`src/rtl/lcd_controller.sv`:
```
`default_nettype none
// +--------------------------------------------------------------------------+
// | Module      : lcd_controller                                             |
// | Description : Drives an HD44780-compatible 16x2 character LCD. Performs  |
// |               the power-up wait and init command sequence, then rewrites |
// |               both display lines from a 32-byte snapshot of `text` on    |
// |               each `update` request. One request can be queued while     |
// |               busy; further strobes collapse into it.                    |
// | Ports       : clk       - master clock, rising edge                      |
// |               reset     - synchronous, active-low                        |
// |               text      - 32 chars, byte k = text[8k+7:8k]               |
// |                           (k=0..15 line 1, k=16..31 line 2)              |
// |               update    - one-cycle refresh request strobe               |
// |               busy      - high while initialising or refreshing          |
// |               LCD_DATA  - LCD data bus                                   |
// |               LCD_RS    - 0 = command, 1 = data                          |
// |               LCD_RW    - always 0 (write only)                          |
// |               LCD_EN    - LCD enable strobe                              |
// |               LCD_ON    - panel power, 1 once out of reset               |
// | Options     : `define LCD_CHAR_FILTER_EN replaces non-printable data     |
// |               bytes (outside 0x20..0x7E) with 0x20 at snapshot time.     |
// | Revision    : 1.0 - initial release                                      |
// +--------------------------------------------------------------------------+
module lcd_controller #(
    parameter int CLK_HZ            = 50000000,
    parameter int POWERUP_CYCLES    = 750000,
    parameter int EN_PULSE_CYCLES   = 16,
    parameter int CMD_WAIT_CYCLES   = 2500,
    parameter int CLEAR_WAIT_CYCLES = 82000
) (
    input  logic         clk,
    input  logic         reset,
    input  logic [255:0] text,
    input  logic         update,
    output logic         busy,
    output logic [7:0]   LCD_DATA,
    output logic         LCD_RS,
    output logic         LCD_RW,
    output logic         LCD_EN,
    output logic         LCD_ON
);

    // All timing parameters are cycle counts loaded as (N-1) and counted down
    // to zero, so each must be at least 1.
    if (CLK_HZ < 1 || POWERUP_CYCLES < 1 || EN_PULSE_CYCLES < 1 ||
        CMD_WAIT_CYCLES < 1 || CLEAR_WAIT_CYCLES < 1) begin : g_param_check
        $error("lcd_controller: timing parameters must be >= 1");
    end

    localparam int c_max_a   = (POWERUP_CYCLES > CLEAR_WAIT_CYCLES) ? POWERUP_CYCLES : CLEAR_WAIT_CYCLES;
    localparam int c_max_b   = (CMD_WAIT_CYCLES > EN_PULSE_CYCLES) ? CMD_WAIT_CYCLES : EN_PULSE_CYCLES;
    localparam int c_cnt_max = (c_max_a > c_max_b) ? c_max_a : c_max_b;
    localparam int c_cnt_w   = $clog2(c_cnt_max + 1);

    localparam logic [c_cnt_w-1:0] c_pwrup_ld = c_cnt_w'(POWERUP_CYCLES - 1);
    localparam logic [c_cnt_w-1:0] c_en_ld    = c_cnt_w'(EN_PULSE_CYCLES - 1);
    localparam logic [c_cnt_w-1:0] c_cmd_ld   = c_cnt_w'(CMD_WAIT_CYCLES - 1);
    localparam logic [c_cnt_w-1:0] c_clr_ld   = c_cnt_w'(CLEAR_WAIT_CYCLES - 1);

    // Top-level sequence states
    localparam logic [2:0] c_st_pwrup = 3'd0;
    localparam logic [2:0] c_st_init  = 3'd1;
    localparam logic [2:0] c_st_idle  = 3'd2;
    localparam logic [2:0] c_st_addr1 = 3'd3;
    localparam logic [2:0] c_st_line1 = 3'd4;
    localparam logic [2:0] c_st_addr2 = 3'd5;
    localparam logic [2:0] c_st_line2 = 3'd6;

    // Byte-write phases, shared by every write state
    localparam logic [1:0] c_ph_setup = 2'd0;
    localparam logic [1:0] c_ph_pulse = 2'd1;
    localparam logic [1:0] c_ph_hold  = 2'd2;
    localparam logic [1:0] c_ph_wait  = 2'd3;

    logic [2:0]         r_state, w_state_nx;
    logic [1:0]         r_phase, w_phase_nx;
    logic [c_cnt_w-1:0] r_cnt,   w_cnt_nx;
    logic [4:0]         r_idx,   w_idx_nx;      // init step or character index
    logic               r_pend,  w_pend_nx;
    logic [255:0]       r_buf;
    logic               r_busy;
    logic               r_on;
    logic               w_snap;
    logic               w_last;
    logic               w_writing;
    logic [7:0]         w_byte;
    logic               w_rs;
    logic [255:0]       w_snap_text;

`ifdef LCD_CHAR_FILTER_EN
    for (genvar k = 0; k < 32; k++) begin : g_filter
        assign w_snap_text[8*k +: 8] =
            (text[8*k +: 8] < 8'h20 || text[8*k +: 8] > 8'h7E) ? 8'h20 : text[8*k +: 8];
    end
`else
    assign w_snap_text = text;
`endif

    assign w_writing = (r_state == c_st_init)  || (r_state == c_st_addr1) ||
                       (r_state == c_st_line1) || (r_state == c_st_addr2) ||
                       (r_state == c_st_line2);

    // Byte and RS presented on the bus, held for the whole write of one byte
    always_comb begin
        w_byte = 8'h00;
        w_rs   = 1'b0;
        case (r_state)
            c_st_init: begin
                case (r_idx)
                    5'd0, 5'd1, 5'd2: w_byte = 8'h38;
                    5'd3:             w_byte = 8'h0C;
                    5'd4:             w_byte = 8'h01;
                    default:          w_byte = 8'h06;
                endcase
            end
            c_st_addr1: w_byte = 8'h80;
            c_st_addr2: w_byte = 8'hC0;
            c_st_line1, c_st_line2: begin
                w_byte = r_buf[{r_idx, 3'b000} +: 8];
                w_rs   = 1'b1;
            end
            default: ;
        endcase
    end

    always_comb begin
        w_state_nx = r_state;
        w_phase_nx = r_phase;
        w_cnt_nx   = r_cnt;
        w_idx_nx   = r_idx;
        w_pend_nx  = r_pend | update;
        w_snap     = 1'b0;
        w_last     = 1'b0;

        case (r_state)
            c_st_pwrup: begin
                if (r_cnt == '0) begin
                    w_state_nx = c_st_init;
                    w_phase_nx = c_ph_setup;
                    w_idx_nx   = 5'd0;
                end else begin
                    w_cnt_nx = r_cnt - 1'b1;
                end
            end

            c_st_idle: begin
                w_pend_nx = 1'b0;
                if (update) begin
                    w_state_nx = c_st_addr1;
                    w_phase_nx = c_ph_setup;
                    w_idx_nx   = 5'd0;
                    w_snap     = 1'b1;
                end
            end

            c_st_init, c_st_addr1, c_st_line1, c_st_addr2, c_st_line2: begin
                case (r_phase)
                    c_ph_setup: begin
                        w_phase_nx = c_ph_pulse;
                        w_cnt_nx   = c_en_ld;
                    end
                    c_ph_pulse: begin
                        if (r_cnt == '0) w_phase_nx = c_ph_hold;
                        else             w_cnt_nx   = r_cnt - 1'b1;
                    end
                    c_ph_hold: begin
                        w_phase_nx = c_ph_wait;
                        // Only the clear command needs the long settle time
                        w_cnt_nx   = (!w_rs && w_byte == 8'h01) ? c_clr_ld : c_cmd_ld;
                    end
                    default: begin
                        if (r_cnt != '0) begin
                            w_cnt_nx = r_cnt - 1'b1;
                        end else begin
                            w_phase_nx = c_ph_setup;
                            case (r_state)
                                c_st_init: begin
                                    if (r_idx == 5'd5) w_last   = 1'b1;
                                    else               w_idx_nx = r_idx + 1'b1;
                                end
                                c_st_addr1: begin
                                    w_state_nx = c_st_line1;
                                    w_idx_nx   = 5'd0;
                                end
                                c_st_line1: begin
                                    if (r_idx == 5'd15) begin
                                        w_state_nx = c_st_addr2;
                                        w_idx_nx   = 5'd16;
                                    end else begin
                                        w_idx_nx = r_idx + 1'b1;
                                    end
                                end
                                c_st_addr2: begin
                                    w_state_nx = c_st_line2;
                                    w_idx_nx   = 5'd16;
                                end
                                default: begin
                                    if (r_idx == 5'd31) w_last   = 1'b1;
                                    else                w_idx_nx = r_idx + 1'b1;
                                end
                            endcase
                        end
                    end
                endcase

                // End of init or refresh: chain straight into a queued request
                // (including one strobed this very cycle) without visiting IDLE.
                if (w_last) begin
                    w_pend_nx = 1'b0;
                    w_idx_nx  = 5'd0;
                    if (r_pend || update) begin
                        w_state_nx = c_st_addr1;
                        w_snap     = 1'b1;
                    end else begin
                        w_state_nx = c_st_idle;
                    end
                end
            end

            default: begin
                w_state_nx = c_st_pwrup;
                w_phase_nx = c_ph_setup;
                w_cnt_nx   = c_pwrup_ld;
                w_idx_nx   = 5'd0;
            end
        endcase
    end

    always_ff @(posedge clk) begin
        if (!reset) begin
            r_state <= c_st_pwrup;
            r_phase <= c_ph_setup;
            r_cnt   <= c_pwrup_ld;
            r_idx   <= 5'd0;
            r_pend  <= 1'b0;
            r_buf   <= {32{8'h20}};
            r_busy  <= 1'b1;
            r_on    <= 1'b0;
        end else begin
            r_state <= w_state_nx;
            r_phase <= w_phase_nx;
            r_cnt   <= w_cnt_nx;
            r_idx   <= w_idx_nx;
            r_pend  <= w_pend_nx;
            r_busy  <= (w_state_nx != c_st_idle);
            r_on    <= 1'b1;
            if (w_snap) r_buf <= w_snap_text;
        end
    end

    assign busy     = r_busy;
    assign LCD_DATA = w_byte;
    assign LCD_RS   = w_rs;
    assign LCD_RW   = 1'b0;
    assign LCD_EN   = w_writing && (r_phase == c_ph_pulse);
    assign LCD_ON   = r_on;

endmodule
`default_nettype wire

```
`config.mk`:
```
export PLATFORM = sky130hd
export DESIGN_NAME = lcd_controller
export DESIGN_NICKNAME = d
export VERILOG_FILES = /design/src/rtl/lcd_controller.sv
export SDC_FILE = /design/constraint.sdc
export NUM_CORES = 1
export LEC_CHECK = 0
export BUFFER_PORTS_ARGS = -buffer_cell sky130_fd_sc_hd__buf_2
export CAP_MARGIN = 15
export CORE_MARGIN = 2
export CORE_UTILIZATION = 56
export DETAILED_ROUTE_END_ITERATION = 8
export PLACE_DENSITY = 0.82
export RECOVER_POWER = 100
export SYNTH_ARGS = -nofsm -noshare
export SYNTH_HDL_FRONTEND = slang
export SYNTH_SLANG_ARGS = --single-unit
```
`constraint.sdc`:
```
create_clock -name clk -period 4 [get_ports clk]
set_clock_uncertainty 0.1 [all_clocks]
set_input_delay 0.2 -clock clk [delete_from_list [all_inputs] [get_ports clk]]
set_output_delay 0.2 -clock clk [all_outputs]
set_load 0.1 [all_outputs]
```
* Word-level counts from Yosys, hierarchy flattened *
Cells that the tools add are included.

word-level totals
  ROM bits = 0
  word-level logic and storage cells = 106
  bits in latches = 0
  output and inout port bits = 13
  memories kept = 0
  memory bits (writable) = 0
  bits in registers = 289
  input bits = 259

cells by class
  reduce and logical (&&, ||, !) cells = 21
  $mul = 0
  add/subtract/negate cells = 2
  eq/ne operators = 26
  bitwise logic cells = 2
  shift-type cells = 1
  magnitude comparators = 0
  muxes and demuxes = 46
  divide/modulo/power cells = 0

operators by type and width
  cell                     number
  $shiftx A256 B9 Y8       1
  $pmux W20 S3             2
  $mux W20                 2
  $mux W5                  8
  $pmux W8 S4              1
  $logic_not A20 Y1        1
  $pmux W5 S4              1
  $reduce_bool A20 Y1      1
  $sub A20 B1 Y20 const B  1
  $mux W3                  6
  $pmux W3 S3              2
  $pmux W6 S3              1
  $mux W17                 1
  $pmux W5 S3              1
  $mux W1                  12
  $pmux W2 S3              2
  $eq A5 B2 Y1 const B     2
  $eq A5 B3 Y1 const B     2
  $ne A5 B3 Y1 const B     2
  $eq A3 B3 Y1 const B     3
  $ne A3 B3 Y1 const B     3
  $reduce_or A3 Y1         3
  $eq A8 B1 Y1 const B     1
  $mux W2                  4
  26 further kinds         35

* Depth between registers and ports, before layout *
Gate-level depths: netlist (run 1).

  depth in word-level cells = 9
  depth in mapped cells = 12
  depth with buffers taken out = 8

* Worst setup path after synthesis (run 1) *
OpenSTA, ideal clock, no wires.

  path type = register -> output
  from = register r_idx[0]
  to = output port LCD_DATA[3]
  required time = 3.700 ns
  setup slack = 0.010 ns
  path buffers = 3
  cell stages (with the launch flop) = 8
  arrival time = 3.690 ns
  cells stage by stage = dfxtp_1 > clkbuf_1 > clkbuf_1 > buf_1 > inv_1 > ha_1 > nor4_1 > o31ai_1

on the way
  longest elaborated chain between the ends = 4
  elaborated cells on any way between the ends = 9
  classes of those cells = eq/ne (4); shift (1); mux (2); reduce/logical (2)

ends and longest elaborated chain
  what                                                        RTL line  text
  start: declaration                                          78        logic [4:0] r_idx, w_idx_nx;
  start signal: assignment                                    243       r_idx <= w_idx_nx;
  branches (longest 3 deep; another with $shiftx A256 B9 Y8)  n/a
  $pmux W8 S4 (*)                                             107       case (r_state)
  end: declaration                                            36        output logic [7:0] LCD_DATA,

Mark *: on every way between the ends.

* Worst setup path after layout (run 1) *
  from = register r_state[1]
  to = register r_buf[163]

on the way
  longest elaborated chain between the ends = 8
  elaborated cells on any way between the ends = 14
  classes of those cells = eq/ne (6); mux (6); reduce/logical (2)

ends and longest elaborated chain
  what                                          RTL line  text
  start: declaration                            75        logic [2:0] r_state, w_state_nx;
  start signal: assignment                      231       r_state <= c_st_pwrup;
  start signal: assignment                      240       r_state <= w_state_nx;
  $eq A3 B2 Y1 or $eq A3 B3 Y1 (tied branches)  135, 176
  $reduce_or A3 Y1 (no line)                    n/a
  $pmux W1 S2                                   176       case (r_state)
  $mux W1                                       172       if (r_cnt != '0) begin
  $mux W1                                       157       case (r_phase)
  $mux W1                                       135       case (r_state)
  $mux W1                                       208       if (w_last) begin
  $pmux W1 S2 (*)                               135
  end signal: assignment                        236       r_buf <= {32{8'h20}};
  end signal: assignment                        247       if (w_snap) r_buf <= w_snap_text;
  end: declaration                              80        logic [255:0] r_buf;

Mark *: on every way between the ends. The rest lies on a longest branch, timed or not. The select of a mux whose other input is x is not followed.
A chain may end at the register's enable or synchronous reset.

==> results of run 1 <==
-- layer usage --
metal	GRT usage [%]	share of wire (%)	up-vias
met3	8.53	9.4	422
met5	0	0	-
met1	44.5	34	7045
met4	29.8	9.0	0
met2	65.6	47	1108
li1	-	-	6525
-- worst paths after layout --
kind              start    endpoint  cells after the start
min           text[116]  r_buf[116]                      4
min reg2reg  r_buf[136]  r_buf[136]                      2
max          r_state[1]  r_buf[163]                      9
max reg2reg  r_state[1]  r_buf[163]                      9
-- layout make-up --
type	count	area, um^2
Sequential cell	289	5790
Timing Repair Buffer	597	4680
Tap cell	335	419
Inverter	16	60.1
Multi-Input combinational cell	1157	8190
Fill cell	1418	5600
Antenna cell	18	45.0
Clock buffer	48	970
Clock inverter	9	153
-- kinds of logic after synthesis --
logic type	count (synthesis)
AOI/OAI and AO/OA	121
xor gates and xnor gates	3
adders and majority gates	13
buffers and inverters	142
DFF	289
muxes	338
other	1
and+or+nand+nor	679
-- worst max-delay path: stages, from the launching register on --
cell,delay [ps]
dfxtp_1,570
nor3b_4,450
nand4_1,390
a2111oi_4,440
buf_4,200
nand3_1,240
and3_4,380
buf_12,270
mux2i_1,280
dlygate4sd3_1,620
-- metrics by stage --
step	TNS, ps	hold slack (ps)	total power [W]
floorplan	0	128	0.00327
global placement	0	340	0.00347
detailed placement	0	347	0.00348
CTS	0	304	0.00674
global route	-163	353	0.00704
finish	-239	322	0.00688
-- layout by cell type, fill, tap and decap left out, drive strengths merged, types with 6 or more instances in the layout --
cell         instances
buf                294
nand3               22
nor2               102
nor3                18
inv                 18
mux4                79
ha                  13
o21ai               22
a22oi                9
dlygate4sd3        298
mux2i              259
nor4                 6
a21oi               31
diode               18
dfxtp              289
and3                10
clkbuf              53
nand4                7
a31oi                8
nand2              488
-- power groups by stage --
stage | Sequential [W] | Clock [W] | Combinational [W]
after global routing | 0.00293 | 0.00329 | 0.000817
after CTS | 0.00293 | 0.00310 | 0.000702
after floorplan | 0.00299 | 0 | 0.000279
after detailed placement | 0.00299 | 0 | 0.000485
after global placement | 0.00299 | 0 | 0.000482
final | 0.00293 | 0.00319 | 0.000767
-- flip-flops by register name, summed over array words and instances (netlist names) --
| register | flops |
|---|---|
| r_buf | 256 |
| r_cnt | 20 |
| r_idx | 5 |
| r_state | 3 |
| r_phase | 2 |
| LCD_ON | 1 |
| busy | 1 |
| r_pend | 1 |
-- timing repair --
action                     4_1_cts  5_1_grt
setup endpoints to repair        0       17
hold endpoints to repair       263        0
hold buffers                   298        0
resized for setup                0        3
buffers inserted                 0        6
==> impl_metrics.ini, run 1 <==
[yosys]
syn_inst = 1586
syn-cell-area_mm2 = 0.0147
yosys.area.top_type = dfxtp_1
synthAdderAreaFrac_pct = 1.11
synth.most_common_cell = nand2_1
synth_top_area_share_pct = 39.3
syn_nets = 1858
seq_area_frac_synth_pct = 39.3
synth_top_family_by_area = multiplexers
ys_ff_latch = 289
async_flop_share_pct = 0
synth-simple-area-share_pct = 18.9
ys.flop_type = dfxtp_1
yosys-top-cells-area = dfxtp_1, mux2i_1, nand2_1
synth_compound_area_share_pct = 5.66
synth_edf_count = 0
yosysUniqueCellTypes = 66
syn-mean-instance-area_um2 = 9.27
muxShareOfSynthArea_pct = 29.7
synth-xor-area-share_pct = 0.179
synthTopCellsByCount = nand2_1, dfxtp_1, mux2i_1, nor2_1, clkbuf_1
ys_warn_count = 0

[clock_tree]
clk_pin_slew_worst_paths_ps = 70
cts_made_buffers = 31
clock_latency_ps = 570
cts_root_buf = clkbuf_16
clockBufferDepth = 3
htreeDepth = 1
cts.sink_count = 289
cts_tree = built

[global_routing]
overflow = 0
grt_util_all_layers_pct = 39.4
antenna_found_initial = 16
grt_pass1_wl_um = 85900
grt_pass1_vias = 15600
grt_start_max_net_pins = 282

[critical_path]
cp.required_ps = 4390
cp-end-kind = register
critical_path_class = register to register
reg2reg_setup_slack_ps = -80
crit_fanout = 60
cp-start-kind = register
arrival_ps = 4470

[routing]
via_per_inst = 6.12
vias = 15100
drt_iter0_markers = 2304
wl_um = 57400
drc = 20
detail-route-antenna-nets = 0
avgRoutedWirePerCell_um = 23.3
drt_first_pass_iters = 9

[sta]
slew_viol_final = 0
finalHoldViolations = 0
period_minus_slack_ps = 4080
slew_headroom_pct = 21.6
fin_crit_sh_pct = 102
worst_pin_slew_ps = 1180
fmax_mhz = 245
setup_viol = 6
post-route-worst-setup-slack_ps = -84.3

[place]
portBuffers = 270
place_inst = 2087
dp_hpwl_um = 27200
place_ws_ps = 634
gp_congestion = 0.892
post_dp_cell_area_mm2 = 0.0161

[finish]
drive_above_1_share_pct = 20.9
finalNonFillerCells = 2469
nNetsFinal = 2364
finalInstanceArea_mm2 = 0.0203
utilization_pct = 78.4
area_delta_synth_final_pct = 38.2

[power]
vdd.ir_drop.worst_mv = 0.314
combinationalPowerShare_pct = 11.2
swShare_pct = 24.5
leakagePower_nw = 9.74
p_int_w = 0.00520
power_frac_seq_pct = 42.6
power_per_cell_area_mw_per_mm2 = 339
clockPowerShare_pct = 46.3
power.switching_w = 0.00168

[die]
core_area_mm2 = 0.0259
start_util_pct = 56.7
num_rows = 59
die-area_mm2 = 0.0276
pin_count = 272
fp.dieH_um = 166
die_x_um = 166

[outcome]
violations = DRC, setup timing
status = finished with violations

[worst_hold_path]
hp-class = input pin to register

[job]
max_cap_viol_count = 0
Note: power is estimated with default switching activity, not from simulation.
==> run 2: changes to the inputs <==
SETUP_SLACK_MARGIN = 0.3   (was default)
==> impl_metrics.ini, run 2 (synthesized netlist as in run 1, its figures left out) <==
[power]
leakagePower_nw = 9.49
clockPowerShare_pct = 44.1
p_int_w = 0.00492
swShare_pct = 25.2
combinationalPowerShare_pct = 11.4
power_w = 0.00658
power.switching_w = 0.00166
vdd.ir_drop.worst_mv = 0.303
power_per_cell_area_mw_per_mm2 = 332
power_frac_seq_pct = 44.5

[finish]
finalNonFillerCells = 2433
area_delta_synth_final_pct = 35.0
regMostFlops = r_buf
layout_commonest_cell = nand2_1
nNetsFinal = 2337
drive_above_1_share_pct = 20.8
finalInstanceArea_mm2 = 0.0198
fill_cells = 1577
reg.largest.list = r_buf (256), r_cnt (20), r_idx (5)
layout_common_cells = nand2_1, dfxtp_1, dlygate4sd3_1
largest_reg_flops = 256

[routing]
drc = 0
avgRoutedWirePerCell_um = 22.9
vias = 14800
drt_iter0_markers = 1847
detail-route-antenna-nets = 0
via_per_inst = 6.07
drt_first_pass_iters = 7
wl_um = 55600

[worst_hold_path]
hp-start = text[203]
hp-class = input pin to register
min_path_cells = 4
holdPathEnd = r_buf[203]

[clock_tree]
cts_root_buf = clkbuf_16
cts_tree = built
clk_pin_slew_worst_paths_ps = 60
clockBufferDepth = 3
htreeDepth = 1
cts_made_buffers = 30
clock_latency_ps = 580
cts.sink_count = 289

[sta]
slew_viol_final = 0
worst_pin_slew_ps = 1370
setup-tns-final_ps = 0
setup_viol = 0
finalHoldViolations = 0
slew_headroom_pct = 8.83
hold-worst-slack_ps = 319
period_minus_slack_ps = 3790
fmax_mhz = 264
fin_crit_sh_pct = 94.7
rsz0062_at_grt = false

[die]
core_area_mm2 = 0.0259
fp.dieH_um = 166
die-area_mm2 = 0.0276
num_rows = 59
pin_count = 272
die_x_um = 166
start_util_pct = 56.7

[critical_path]
path_cells = nor3b_4, nand4_1, a2111oi_4, nand3_1, and3_4, clkbuf_2, mux2i_1
worstRegToRegCells = 7
crit_fanout = 28
crit_path_top_delay_cell = a2111oi_4
critPathTopFamily = simple AND/OR/NAND/NOR gates
cp-start-kind = register
critPathBufInv = 1
reg2reg_setup_slack_ps = 210
critical_path_class = register to register
rr_startpoint = r_state[2]
rr_endpoint = r_buf[1]
arrival_ps = 4160
cp-end-kind = register
cp.required_ps = 4380
slowest_delay_ps = 590

[global_routing]
grt_pass1_wl_um = 85000
grt_pass1_vias = 15300
grt_util_all_layers_pct = 39.1
grt_start_max_net_pins = 284
antenna_found_initial = 8
overflow = 0

[place]
portBuffers = 270
gp_congestion = 0.933
post_dp_cell_area_mm2 = 0.0161
dp_hpwl_um = 28700
place_inst = 2091

[job]
max_cap_viol_count = 0

[outcome]
status = finished clean
-- run 2: changes by cell type in the layout (fill, tap and decap cells not counted), sizes merged --
cell and change:
dlygate4sd3 -26, buf -13, clkbuf +11, diode -9, clkinv +5, bufinv -2, and3 -1, inv -1
-- run 2: worst max-delay path by stage --
| stage | start | depth (start not counted) | to |
|---|---|---|---|
| global route | r_state[2] | 7 | r_buf[1] |
| detailed placement | r_idx[0] | 7 | LCD_DATA[0] |
| finish | r_state[2] | 7 | r_buf[1] |
| floorplan | r_idx[0] | 7 | LCD_DATA[5] |
| global placement | r_idx[0] | 7 | LCD_DATA[0] |
| CTS | r_idx[0] | 6 | LCD_DATA[7] |
-- run 2: layout make-up --
cell class	count	area [um^2]	area share, %
repair buffers	572	4340	21.9
inverters	16	60.1	0.303
diodes	9	22.5	0.113
flip-flops and latches	289	5790	29.2
well taps	335	419	2.11
multi-input cells	1156	8190	41.3
clock inverters	11	139	0.700
clock buffers	45	877	4.42
-- run 2: power by group through the flow --
stage | Combinational (W) | Sequential (W) | Clock, W
final | 0.000751 | 0.00293 | 0.00290
after global routing | 0.000802 | 0.00293 | 0.00301
after CTS | 0.000699 | 0.00293 | 0.00286
after detailed placement | 0.000491 | 0.00299 | 0
after global placement | 0.000487 | 0.00299 | 0
after floorplan | 0.000280 | 0.00299 | 0
-- run 2: stage by stage --
step           setup WS, ps  utilization (%)
6_report                211             76.6
5_1_grt                 187             76.6
4_1_cts                 442             76.7
3_5_place_dp            638             62.1
3_3_place_gp            646             62.1
2_1_floorplan           569                -
-- run 2: what timing repair did --
action / 4_1_cts / 5_1_grt
endpoints found under the setup margin: 8 / 5
gates cloned: 0 / 1
hold buffers: 272 / 0
resized for setup: 4 / 7
setup buffers: 2 / 2
pin swaps: 1 / 3
hold endpoints to repair: 263 / 0
-- run 2: worst min-delay path, delay by kind of cell --
kind          cells  cell delay, ps
buf+inv           2             650
mux               1              50
simple gates      1              50
-- run 2: metal layers --
| layer | track usage, % | wire length (um) | up-vias |
|---|---|---|---|
| li1 | - | - | 6458 |
| met3 | 9.68 | 5070 | 348 |
| met4 | 25.9 | 4420 | 2 |
| met5 | 0 | 15 | - |
| met1 | 44.5 | 19500 | 6929 |
| met2 | 65.5 | 26600 | 1030 |
